`src/rtl/riscv_pkg.sv`:
```
// Shared RV32I types: memory funct3 codes, arbiter FSM/owner enums and a
// helper that classifies a data-port request as misaligned or illegal.
package riscv_pkg;

  localparam int XLEN = 32;
  localparam int STARVE_LIMIT_DEFAULT = 4;

  typedef enum logic [2:0] {
    F3_B  = 3'b000,
    F3_H  = 3'b001,
    F3_W  = 3'b010,
    F3_BU = 3'b100,
    F3_HU = 3'b101
  } funct3_mem_t;

  typedef enum logic [1:0] {ARB_IDLE, ARB_ISSUE, ARB_WAIT, ARB_RESP} arb_state_t;
  typedef enum logic {OWN_IF, OWN_DM} arb_owner_t;

  // Unsigned loads have no store counterpart, so 100/101 are illegal on a store.
  function automatic logic dm_req_err(input logic we, input logic [2:0] f3,
                                      input logic [1:0] lo);
    case (f3)
      F3_B:    return 1'b0;
      F3_H:    return lo[0];
      F3_W:    return lo != 2'b00;
      F3_BU:   return we;
      F3_HU:   return we | lo[0];
      default: return 1'b1;
    endcase
  endfunction

endpackage

```
`src/rtl/load_align.sv`:
```
// Extracts the addressed byte/half from a read word and sign- or
// zero-extends it according to the load funct3.
module load_align
  import riscv_pkg::*;
(
  input  logic [31:0] word_i,
  input  logic [1:0]  addr_i,
  input  logic [2:0]  funct3_i,
  output logic [31:0] data_o
);

  logic [31:0] sh;
  assign sh = word_i >> {addr_i, 3'b000};

  always_comb begin
    data_o = '0;
    case (funct3_i)
      F3_B:    data_o = {{24{sh[7]}}, sh[7:0]};
      F3_BU:   data_o = {24'b0, sh[7:0]};
      F3_H:    data_o = {{16{sh[15]}}, sh[15:0]};
      F3_HU:   data_o = {16'b0, sh[15:0]};
      F3_W:    data_o = word_i;
      default: data_o = '0;
    endcase
  end

endmodule

```
`src/rtl/mem_port_arbiter.sv`:
```
// Shares one memory port between instruction fetch and data access: DM-first
// arbitration with an IF anti-starvation counter, issue/wait/respond sequencing.
module mem_port_arbiter
  import riscv_pkg::*;
#(
  parameter int ADDR_WIDTH   = 32,
  parameter int DATA_WIDTH   = 32,
  parameter int STARVE_LIMIT = STARVE_LIMIT_DEFAULT
) (
  input  logic                  clk,
  input  logic                  rst,
  input  logic                  if_req_valid,
  output logic                  if_req_ready,
  input  logic [ADDR_WIDTH-1:0] if_addr,
  output logic                  if_rsp_valid,
  output logic [DATA_WIDTH-1:0] if_rdata,
  output logic                  if_err,
  input  logic                  dm_req_valid,
  output logic                  dm_req_ready,
  input  logic                  dm_we,
  input  logic [ADDR_WIDTH-1:0] dm_addr,
  input  logic [DATA_WIDTH-1:0] dm_wdata,
  input  logic [2:0]            dm_funct3,
  output logic                  dm_rsp_valid,
  output logic [DATA_WIDTH-1:0] dm_rdata,
  output logic                  dm_err,
  output logic                  mem_req,
  input  logic                  mem_ready,
  output logic                  mem_we,
  output logic [ADDR_WIDTH-1:0] mem_addr,
  output logic [DATA_WIDTH-1:0] mem_wdata,
  output logic [3:0]            mem_wstrb,
  input  logic                  mem_rvalid,
  input  logic [DATA_WIDTH-1:0] mem_rdata
);

  localparam int SW = $clog2(STARVE_LIMIT + 1);

  typedef struct packed {
    arb_owner_t            owner;
    logic                  we;
    logic [2:0]            f3;
    logic [1:0]            lo;
    logic [ADDR_WIDTH-1:0] addr;
    logic [DATA_WIDTH-1:0] wdata;
    logic [3:0]            wstrb;
    logic                  err;
  } req_t;

  arb_state_t            state_q, state_d;
  req_t                  req_q, req_d;
  logic [DATA_WIDTH-1:0] if_rdata_q, if_rdata_d, dm_rdata_q, dm_rdata_d;
  logic [SW-1:0]         starve_q, starve_d;
  logic                  if_first, grant_if, grant_dm, idle;
  logic [DATA_WIDTH-1:0] load_data;

  load_align u_load_align (
    .word_i   (mem_rdata),
    .addr_i   (req_q.lo),
    .funct3_i (req_q.f3),
    .data_o   (load_data)
  );

  // IF only overtakes a pending DM request once the starvation count saturates.
  assign idle     = (state_q == ARB_IDLE) && !rst;
  assign if_first = if_req_valid && (!dm_req_valid || starve_q == SW'(STARVE_LIMIT));
  assign grant_if = idle && if_first;
  assign grant_dm = idle && dm_req_valid && !if_first;

  always_comb begin
    state_d    = state_q;
    req_d      = req_q;
    if_rdata_d = if_rdata_q;
    dm_rdata_d = dm_rdata_q;
    starve_d   = starve_q;
    case (state_q)
      ARB_IDLE: begin
        if (grant_if) begin
          req_d       = '0;
          req_d.owner = OWN_IF;
          req_d.f3    = F3_W;
          req_d.addr  = {if_addr[ADDR_WIDTH-1:2], 2'b00};
          req_d.err   = if_addr[1:0] != 2'b00;
          starve_d    = '0;
          if (req_d.err) if_rdata_d = '0;
          state_d     = req_d.err ? ARB_RESP : ARB_ISSUE;
        end else if (grant_dm) begin
          req_d       = '0;
          req_d.owner = OWN_DM;
          req_d.we    = dm_we;
          req_d.f3    = dm_funct3;
          req_d.lo    = dm_addr[1:0];
          req_d.addr  = {dm_addr[ADDR_WIDTH-1:2], 2'b00};
          req_d.err   = dm_req_err(dm_we, dm_funct3, dm_addr[1:0]);
          if (dm_we && !req_d.err) begin
            case (dm_funct3)
              F3_B: begin
                req_d.wdata = {4{dm_wdata[7:0]}};
                req_d.wstrb = 4'b0001 << dm_addr[1:0];
              end
              F3_H: begin
                req_d.wdata = {2{dm_wdata[15:0]}};
                req_d.wstrb = dm_addr[1] ? 4'b1100 : 4'b0011;
              end
              default: begin
                req_d.wdata = dm_wdata;
                req_d.wstrb = 4'b1111;
              end
            endcase
          end
          if (!if_req_valid)                        starve_d = '0;
          else if (starve_q != SW'(STARVE_LIMIT))   starve_d = starve_q + SW'(1);
          if (req_d.err) dm_rdata_d = '0;
          state_d = req_d.err ? ARB_RESP : ARB_ISSUE;
        end
      end
      ARB_ISSUE: if (mem_ready) state_d = ARB_WAIT;
      ARB_WAIT: begin
        if (mem_rvalid) begin
          if (req_q.owner == OWN_IF) if_rdata_d = mem_rdata;
          else                       dm_rdata_d = req_q.we ? '0 : load_data;
          state_d = ARB_RESP;
        end
      end
      ARB_RESP: state_d = ARB_IDLE;
      default:  state_d = ARB_IDLE;
    endcase
  end

  always_ff @(posedge clk) begin
    if (rst) begin
      state_q    <= ARB_IDLE;
      req_q      <= '0;
      if_rdata_q <= '0;
      dm_rdata_q <= '0;
      starve_q   <= '0;
    end else begin
      state_q    <= state_d;
      req_q      <= req_d;
      if_rdata_q <= if_rdata_d;
      dm_rdata_q <= dm_rdata_d;
      starve_q   <= starve_d;
    end
  end

  assign if_req_ready = grant_if;
  assign dm_req_ready = grant_dm;

  assign mem_req   = state_q == ARB_ISSUE;
  assign mem_we    = mem_req & req_q.we;
  assign mem_addr  = mem_req ? req_q.addr  : '0;
  assign mem_wdata = mem_req ? req_q.wdata : '0;
  assign mem_wstrb = mem_req ? req_q.wstrb : 4'b0000;

  assign if_rsp_valid = (state_q == ARB_RESP) && (req_q.owner == OWN_IF);
  assign dm_rsp_valid = (state_q == ARB_RESP) && (req_q.owner == OWN_DM);
  assign if_err       = if_rsp_valid & req_q.err;
  assign dm_err       = dm_rsp_valid & req_q.err;
  assign if_rdata     = if_rdata_q;
  assign dm_rdata     = dm_rdata_q;

endmodule

```
`config.mk`:
```
export PLATFORM = sky130hd
export DESIGN_NAME = mem_port_arbiter
export DESIGN_NICKNAME = d
export VERILOG_FILES = /design/src/rtl/riscv_pkg.sv /design/src/rtl/load_align.sv /design/src/rtl/mem_port_arbiter.sv
export SDC_FILE = /design/constraint.sdc
export NUM_CORES = 1
export LEC_CHECK = 0
export BUFFER_PORTS_ARGS = -buffer_cell sky130_fd_sc_hd__buf_2
export CAP_MARGIN = 20
export CORE_ASPECT_RATIO = 0.6
export CORE_MARGIN = 2
export CORE_UTILIZATION = 45
export DETAILED_ROUTE_END_ITERATION = 10
export PLACE_DENSITY = 0.77
export SYNTH_ARGS = -nofsm -noshare
export SYNTH_HDL_FRONTEND = slang
export SYNTH_SLANG_ARGS = --single-unit
```
`constraint.sdc`:
```
create_clock -name clk -period 2.6 [get_ports clk]
set_input_delay 0.39 -clock clk [delete_from_list [all_inputs] [get_ports clk]]
set_output_delay 0.39 -clock clk [all_outputs]
set_load 0.02 [all_outputs]
```
==> impl_metrics.ini, run 1 <==
[outcome]
outcome = completed

[cells_and_area]
final_cell_mix = buf_2 (275), dfxtp_1 (143), and2_1 (72)
diodes = 0
final_cell_area_mm2 = 0.00919
final_nets = 1169
area_growth_pct = 31.9
layout_commonest_cell = buf_2
layout-drive-gt1-share_pct = 33.9
fin_util_pct = 60.3

[floorplan]
rows = 35
die_area_mm2 = 0.0165
pin_count = 278
die_w_um = 165
core_mm2 = 0.0152
die_h_um = 100
start_util_pct = 45.7

[synth]
synth_warnings = 0
ys.flop_type = dfxtp_1
syn-cell-area_mm2 = 0.00697
synth_top_family_by_area = compound AO/OA/AOI/OAI gates
synthSimpleGateAreaFrac_pct = 19.2
synthMuxAreaShare_pct = 9.70
async_flop_share_pct = 0
synthDistinctLibCells = 56
yosys_register_bits = 143
syn_inst = 772
synth_compound_area_share_pct = 23.8
synth_fa_ha_area_share_pct = 1.26
syn_area_per_cell_um2 = 9.03
synth-edff-count = 0
synth_xor_area_share_pct = 0
seq_area_frac_synth_pct = 41.1

[cts]
ctsHoldBuffers = 0
cts_tree = yes
cts.path.max_buffers = 2
cts_htree_levels = 4
clk_pin_slew_ns = 0.07
clk_latency_ns = 0.42
cts_buffers = 17
clock-root-buffer = clkbuf_16
cts.sinks = 143
cts_resized = 0

[sta]
setup_viol = 0
hold_viol_final = 0
fin_crit_sh_pct = 93.4
rsz0062_at_grt = no
maxSlewHeadroom_pct = 51.3
tns_ns = 0
fin_crit_ns = 2.43
slew_viol_final = 0
finClkSkew_ns = 0.0113
hold_ws_ns = 0.207
max_freq_mhz = 412
worstMarginPinSlew_ns = 0.729

[global_route]
grt_start_max_net_pins = 58
grt_pass1_vias = 6109
grt_pass1_wl_um = 32900
grt_overflow = 0
antenna_found_initial = 0
grt_use_total_pct = 25.4

[setup_path]
reg2reg_to = dm_rdata[30]
required_ns = 2.21
r2r-start = state_q[0]
path_max_fanout = 9
cp.depth = 5
crit_buf_inv = 2
arrival_ns = 2.04
crit_family = simple AND/OR/NAND/NOR gates
cp_cell_sequence = inv_1 > ha_1 > nand2b_1 > nor3b_4 > buf_2
critPathMaxStageDelay_ns = 0.41
cp_slowest_cell = ha_1
endpoint_kind = output pin
worstRegToRegCells = 7
critPathLaunchType = flop
setup.worst_path.class = flop to output pin
rrSetupSlack_ns = 0.23

[place]
dp_hpwl_um = 15200
post_dp_cell_area_mm2 = 0.00855
gp_congestion = 0.916
portBuffers = 275

[min_path]
worstHoldStart = mem_rdata[3]
hold_end = if_rdata[3]
whs_path_depth = 2
hold_path.class = primary input to flop

[drt]
drtIter0Drc = 639
drt-pass1-iter-count = 5
wl_per_cell_um = 17.1
vias_per_cell = 5.39
totalWireLength_um = 21200
via_count = 6680
ant_nets = 0
drc = 0

[power]
peakVddDrop_mv = 0.525
powerDensity_mw_per_mm2 = 880
p_leak_uw = 0.00409

[job]
drv_cap = 0
==> through the flow <==
stage,power (uW),std cells,worst slack [ns]
final,8090,1240,0.172
after global routing,8520,1240,0.0364
after CTS,8090,1237,0.0303
after detailed placement,5510,1205,0.333
after global placement,5480,1205,0.394
after floorplan,4610,773,0.616
==> power by group <==
part           internal (uW)  switching (uW)  total [uW]  leakage (uW)
logic                   1030            1720        2750       0.00262
registers               2550             219        2770       0.00117
clock network           1470            1100        2570      0.000297
==> cell type report <==
class                   count  area [um2]
fillers                  1406        6050
multi-input cells         550        3800
flip-flops and latches    143        2860
repair buffers            302        1620
clock buffers              17         425
well taps                 203         254
clock inverters            15         194
inverters                  10        37.5
==> registers in the layout (all words and copies together) (netlist names) <==
signal / count
dm_rdata: 32
state_q: 2
if_rdata: 32
starve_q: 3
req_q: 74
==> how the worst max path moves through the flow <==
stage	slack, ns	start	end
finish	0.17	state_q[0]	dm_req_ready
global route	0.04	state_q[0]	dm_rdata[9]
CTS	0.03	state_q[1]	if_req_ready
detailed placement	0.33	state_q[0]	dm_rdata[11]
global placement	0.39	state_q[0]	dm_rdata[23]
floorplan	0.62	starve_q[0]	dm_rdata[22]
==> cells in the mapped netlist, drive strengths merged, types with 2 or more instances <==
master | count | area [um2]
o2bb2ai | 8 | 70.1
nand3 | 2 | 10.0
a31oi | 16 | 100
a21boi | 8 | 60.1
and2 | 72 | 450
mux4 | 2 | 45.0
a221oi | 3 | 32.5
and3b | 2 | 17.5
a22oi | 2 | 20.0
nor3 | 2 | 15.0
nand2 | 54 | 203
a22o | 50 | 438
nor2 | 42 | 160
and3 | 2 | 12.5
a21oi | 36 | 180
o2111ai | 7 | 61.3
o22ai | 2 | 12.5
nand3b | 16 | 120
ha | 7 | 87.6
clkbuf | 47 | 176
a211oi | 46 | 345
o31ai | 3 | 22.5
nand2b | 15 | 93.8
nor2b | 20 | 125
nand4b | 2 | 17.5
buf | 23 | 126
nor3b | 4 | 41.3
mux2i | 63 | 631
nand4 | 2 | 12.5
o21ai | 46 | 230
inv | 10 | 37.5
dfxtp | 143 | 2860
==> metal layers <==
layer | part of all wire (%) | GRT usage [%] | up-vias
met5 | 0 | 0 | -
met4 | 0.81 | 6.29 | 0
met3 | 8.3 | 5.70 | 14
met2 | 43 | 37.9 | 288
met1 | 48 | 37.1 | 3087
li1 | - | - | 3291
==> repair_timing <==
| item | CTS | global route |
|---|---|---|
| setup endpoints to repair | 0 | 1 |
| hold endpoints to repair | 0 | 0 |
| buffers inserted | 0 | 3 |
==> cell families (layout without fill, tap and decap cells) <==
kind of cell,after synthesis,after routing
AOI/OAI and AO/OA,235,235
adders and majority gates,7,7
other,1,2
DFF,143,143
and+or+nand+nor,241,241
buffers and inverters,80,344
muxes,65,65
Power figures use the tool's default switching activity.
==> run 2, diff against run 1 <==
--- a/config.mk
+++ b/config.mk
@@ -14,4 +14,5 @@
 export PLACE_DENSITY = 0.77
 export SYNTH_ARGS = -nofsm -noshare
 export SYNTH_HDL_FRONTEND = slang
+export SYNTH_HIERARCHICAL = 1
 export SYNTH_SLANG_ARGS = --single-unit
==> run 2 against run 1 <==
- synthesized area up 0.18%
- cell area is 1.3% lower
- sequential share of layout area is 0.41 points higher
- via count increased by 2.2%
- fmax fell by 1.7%
- count of clock-buffer cells in the layout unchanged
- sequential power shrank 5%
- cell count up 3.1%
- total power down 4.4%
- first-iteration DRC count increased by 7.4%
- setup slack got worse by 0.041 ns
- clock power fell by 7%
- critical path type unchanged
- largest cell class unchanged
==> impl_metrics.ini, run 2 <==
[cells_and_area]
layout_commonest_cell = buf_2
final_nets = 1207
layout.cells.non_filler = 1279
fin_util_pct = 59.5
largest_register_ffs = 74
regMostFlops = req_q
layout-drive-gt1-share_pct = 33.2
fillCellCount = 1415
final_cell_mix = buf_2 (276), dfxtp_1 (143), nand2_1 (139)
area_growth_pct = 30.0

[cts]
cts_post_setup_buffers_inserted = 0
cts_buffers = 17
cts_resized = 0
clock-root-buffer = clkbuf_16
clk_pin_slew_ns = 0.06
ctsHoldBuffers = 0
cts_htree_levels = 4
clk_latency_ns = 0.41
cts.path.max_buffers = 2
cts.sinks = 143
cts_tree = yes

[setup_path]
required_ns = 2.21
endpoint_kind = output pin
critPathLaunchType = flop
crit_buf_inv = 3
crit_family = buffers and inverters
cp_cell_sequence = inv_1 > ha_1 > and3b_1 > nand2_2 > inv_2 > buf_2
rrSetupSlack_ns = 0.42
r2r-start = state_q[1]
setup.worst_path.class = flop to output pin
arrival_ns = 2.08
reg2reg_to = dm_rdata[21]
path_max_fanout = 14
worstRegToRegCells = 7
critPathMaxStageDelay_ns = 0.34
cp_slowest_cell = dfxtp_1

[drt]
wl_met1_um = 10300
wl_per_cell_um = 16.8
vias_per_cell = 5.34
drc = 0
totalWireLength_um = 21400
wl_met2_um = 9140
wl_met3_um = 1900
drt-pass1-iter-count = 5
ant_nets = 0
via_count = 6825
drtIter0Drc = 686
top_layer_used = met4

[synth]
synth-edff-count = 0
synthTopCellsByArea = dfxtp_1 (41%), mux2i_1 (7.6%), nand2_1 (7.5%)
synth_most_common_cell = dfxtp_1
syn_area_per_cell_um2 = 8.59
syn_inst = 813
syn-cell-area_mm2 = 0.00698
seq_area_frac_synth_pct = 41.0
synthDistinctLibCells = 60
yosys.area.top_type_share_pct = 41.0
yosys_register_bits = 143
yosys.area.top_type = dfxtp_1
ys.flop_type = dfxtp_1
synth_warnings = 6
async_flop_share_pct = 0
synthTopCellsByCount = dfxtp_1 (143), nand2_1 (139), o21ai_0 (71)

[sta]
setup_viol = 0
maxSlewHeadroom_pct = 55.7
max_freq_mhz = 405
worstMarginPinSlew_ns = 0.662
hold_ws_ns = 0.230
rsz0062_at_grt = no
hold_viol_final = 0
fin_crit_sh_pct = 94.9
tns_ns = 0
slew_viol_final = 0
fin_crit_ns = 2.47
finClkSkew_ns = 0.0125

[power]
peakVddDrop_mv = 0.599
p_leak_uw = 0.00434
powerDensity_mw_per_mm2 = 852

[floorplan]
rows = 35
pin_count = 278
die_area_mm2 = 0.0166
die_h_um = 100
core_mm2 = 0.0152
start_util_pct = 45.8
die_w_um = 165

[min_path]
worstHoldStart = mem_rdata[0]
hold_path.class = primary input to flop
hold_end = if_rdata[0]
whs_path_depth = 2

[outcome]
outcome = completed

[global_route]
grt_start_max_net_pins = 59
antenna_found_initial = 0
grt_pass1_wl_um = 33200
grt_overflow = 0
grt_use_total_pct = 25.5
grt_pass1_vias = 6210

[place]
place_inst = 1245
dp_hpwl_um = 15700
portBuffers = 275
gp_congestion = 0.919

[job]
drv_cap = 0
[run 2: cell types whose count changed after synthesis, moves of 9 or more]
cell / change
mux2i_1: -10
nand3_1: +26
clkbuf_1: -16
buf_2: +9
o21ai_0: +29
nand2b_1: -12
nand2_1: +85
nor2_1: -13
o22ai_1: +25
nand3b_1: -14
a21oi_1: -25
a31oi_1: -15
a211oi_1: -38
[run 2: how the worst max path moves through the flow]
stage	slack [ns]	start	to	cells past startpoint
floorplan	0.75	state_q[1]	mem_wdata[10]	5
global placement	0.53	state_q[0]	dm_rdata[29]	7
detailed placement	0.44	state_q[0]	dm_rdata[27]	7
CTS	0.14	state_q[0]	if_req_ready	6
global route	0.01	state_q[0]	if_req_ready	6
finish	0.13	state_q[1]	if_req_ready	6
[run 2: kinds of logic after synthesis]
group | Yosys count | synth area share (%)
buf+inv | 76 | 5.41
flops | 143 | 41.0
simple gates | 304 | 21.4
compound gates | 218 | 21.5
xor+xnor | 1 | 0.125
mux | 63 | 9.32
other cells | 1 | 0.0537
fa+ha+maj | 7 | 1.25
[run 2: area by class of cell]
| type | instances | area [um2] | share of cell area, % |
|---|---|---|---|
| antenna | 1 | 2.50 | 0.0276 |
| clock buffer | 17 | 425 | 4.69 |
| clock inverter | 15 | 151 | 1.67 |
| inverter | 11 | 41.3 | 0.455 |
| multi-input combinational | 595 | 3780 | 41.7 |
| sequential | 143 | 2860 | 31.5 |
| tap | 203 | 254 | 2.80 |
| timing repair buffer | 294 | 1550 | 17.1 |
[run 2: stage by stage]
stage                     total power [uW]  setup WS, ns  cell area [um2]
after floorplan                       4590         0.755             6980
after global placement                5290         0.532             8470
after detailed placement              5320         0.439             8470
after CTS                             7740         0.138             9050
after global routing                  8140        0.0120             9070
final                                 7730         0.131             9070
[run 2: power breakdown]
group	internal (uW)	switching (uW)
Combinational	1030	1690
Clock	1350	1050
Sequential	2460	161
[run 2: metal layers]
| layer | track usage (%) | vias to the layer above |
|---|---|---|
| met2 | 37.3 | 296 |
| li1 | - | 3366 |
| met1 | 37.8 | 3155 |
| met5 | 0 | - |
| met3 | 6.91 | 8 |
| met4 | 4.41 | 0 |
==> run 3, diff against run 2 <==
--- a/config.mk
+++ b/config.mk
@@ -10,8 +10,10 @@
 export CORE_ASPECT_RATIO = 0.6
 export CORE_MARGIN = 2
 export CORE_UTILIZATION = 45
+export CTS_CLUSTER_DIAMETER = 40
 export DETAILED_ROUTE_END_ITERATION = 10
 export PLACE_DENSITY = 0.77
+export RECOVER_POWER = 100
 export SYNTH_ARGS = -nofsm -noshare
 export SYNTH_HDL_FRONTEND = slang
 export SYNTH_HIERARCHICAL = 1
==> run 3 against run 2 <==
- cell area down 2.0%
- sequential power hardly changed
- critical path depth stayed put
- first-iteration DRC count grew 4.5%
- combinational power fell by 3%
- sequential share of layout area rose by 0.66 points
- die area is the same
- setup slack gained 0.020 ns
- non-clock buffer count unchanged
- critical path type unchanged
- critical endpoint unchanged
- largest power group unchanged
- highest routed layer unchanged
==> impl_metrics.ini, run 3 (synthesis gave the netlist of run 2 again) <==
[setup_path]
critPathLaunchType = flop
endpoint_kind = output pin
required_ns = 2.21
rrSetupSlack_ns = 0.19
path_max_fanout = 14
critPathMaxStageDelay_ns = 0.35
setup.worst_path.class = flop to output pin
cp_slowest_cell = dfxtp_1
worstRegToRegCells = 7
crit_family = buffers and inverters
crit_buf_inv = 3
arrival_ns = 2.06
cp.depth = 6
cp_cell_sequence = inv_1 > ha_1 > and3b_1 > nand2_2 > inv_2 > clkbuf_2

[cts]
cts_resized = 0
cts.path.max_buffers = 2
cts.sinks = 143
cts_tree = yes
ctsHoldBuffers = 0
clk_pin_slew_ns = 0.07
cts_buffers = 17
cts_htree_levels = 4
clock-root-buffer = clkbuf_16
cts_post_setup_buffers_inserted = 0
clk_latency_ns = 0.41

[floorplan]
start_util_pct = 45.8
core_mm2 = 0.0152
die_h_um = 100
die_w_um = 165
pin_count = 278
die_area_mm2 = 0.0166
rows = 35

[job]
drv_cap = 0

[sta]
setup_viol = 0
finClkSkew_ns = 0.0115
max_freq_mhz = 408
hold_viol_final = 0
tns_ns = 0
maxSlewHeadroom_pct = 42.7
fin_crit_ns = 2.45
hold_ws_ns = 0.229
rsz0062_at_grt = no
slew_viol_final = 0
setup_ws_ns = 0.152
worstMarginPinSlew_ns = 0.859
fin_crit_sh_pct = 94.2

[cells_and_area]
largest_register_ffs = 74
final_cell_mix = buf_2 (149), dfxtp_1 (143), nand2_1 (139)
fillCellCount = 1488
final_nets = 1207
area_growth_pct = 27.3
layout_commonest_cell = buf_2
layout-drive-gt1-share_pct = 21.6
layout.cells.non_filler = 1279
regMostFlops = req_q

[drt]
wl_met2_um = 9130
vias_per_cell = 5.33
totalWireLength_um = 21400
via_count = 6822
drc = 0
drt-pass1-iter-count = 5
wl_per_cell_um = 16.7
wl_met1_um = 10300
drtIter0Drc = 717
top_layer_used = met4
wl_met3_um = 1880
ant_nets = 0

[place]
portBuffers = 275
dp_worst_setup_slack_ns = 0.439
place_inst = 1245
gp_congestion = 0.919
dp_hpwl_um = 15700

[global_route]
grt_use_total_pct = 25.5
grt_pass1_wl_um = 33200
grt_pass1_vias = 6210
grt_start_max_net_pins = 59
antenna_found_initial = 0
grt_overflow = 0

[min_path]
hold_path.class = primary input to flop
whs_path_depth = 2

[power]
p_leak_uw = 0.00379
powerDensity_mw_per_mm2 = 860
peakVddDrop_mv = 0.533

[outcome]
outcome = completed
[run 3: cell types whose count changed in the layout (fill, tap and decap cells not counted), moves of 4 or more]
cell and change:
clkbuf_2 +9, and2_1 -7, clkbuf_1 +122, buf_2 -127, and2_0 +7, o21ai_0 +5
buf_4 -4, o21ai_1 -5
[run 3: path summary, 6_finish.rpt]
path,startpoint,to
worst max-delay path,state_q[0],if_req_ready
worst max register to register,state_q[0],if_rdata[16]
worst min register to register,req_q[33],req_q[33]
worst min-delay path,mem_rdata[14],if_rdata[14]
[run 3: power breakdown]
| part | leakage [uW] | total (uW) | switching, uW | internal, uW |
|---|---|---|---|---|
| sequential | 0.00116 | 2620 | 163 | 2460 |
| combinational | 0.00235 | 2630 | 1670 | 954 |
| clock | 0.000278 | 2400 | 1050 | 1350 |
| total | 0.00379 | 7650 | 2880 | 4760 |
[run 3: stage by stage]
step | cell area (um2) | utilization (%) | total power, uW
final | 8890 | 58.3 | 7650
after global routing | 8890 | 58.3 | 8070
after CTS | 9050 | 59.4 | 7740
after detailed placement | 8470 | 55.6 | 5320
after global placement | 8470 | 55.6 | 5290
after floorplan | 6980 | - | 4590
[run 3: layer usage]
metal / vias up / GRT usage (%)
met4: 0 / 4.41
met5: - / 0
met1: 3162 / 37.8
li1: 3364 / -
met2: 283 / 37.3
met3: 13 / 6.91
[run 3: layout make-up]
class                           count  area (um2)  share of cell area [%]
Multi-Input combinational cell    595        3770                    42.4
Sequential cell                   143        2860                    32.2
Timing Repair Buffer              294        1380                    15.5
Clock buffer                       17         425                    4.79
Tap cell                          203         254                    2.86
Clock inverter                     15         151                    1.70
Inverter                           11        41.3                   0.465
Antenna cell                        1        2.50                  0.0282
[run 3: worst reg2reg max path, delay by kind of cell, from the launching register on]
kind            cells  cell delay (ns)
fa+ha+maj           1             0.32
compound gates      2             0.46
flops               1             0.35
buf+inv             2             0.61
simple gates        2             0.62
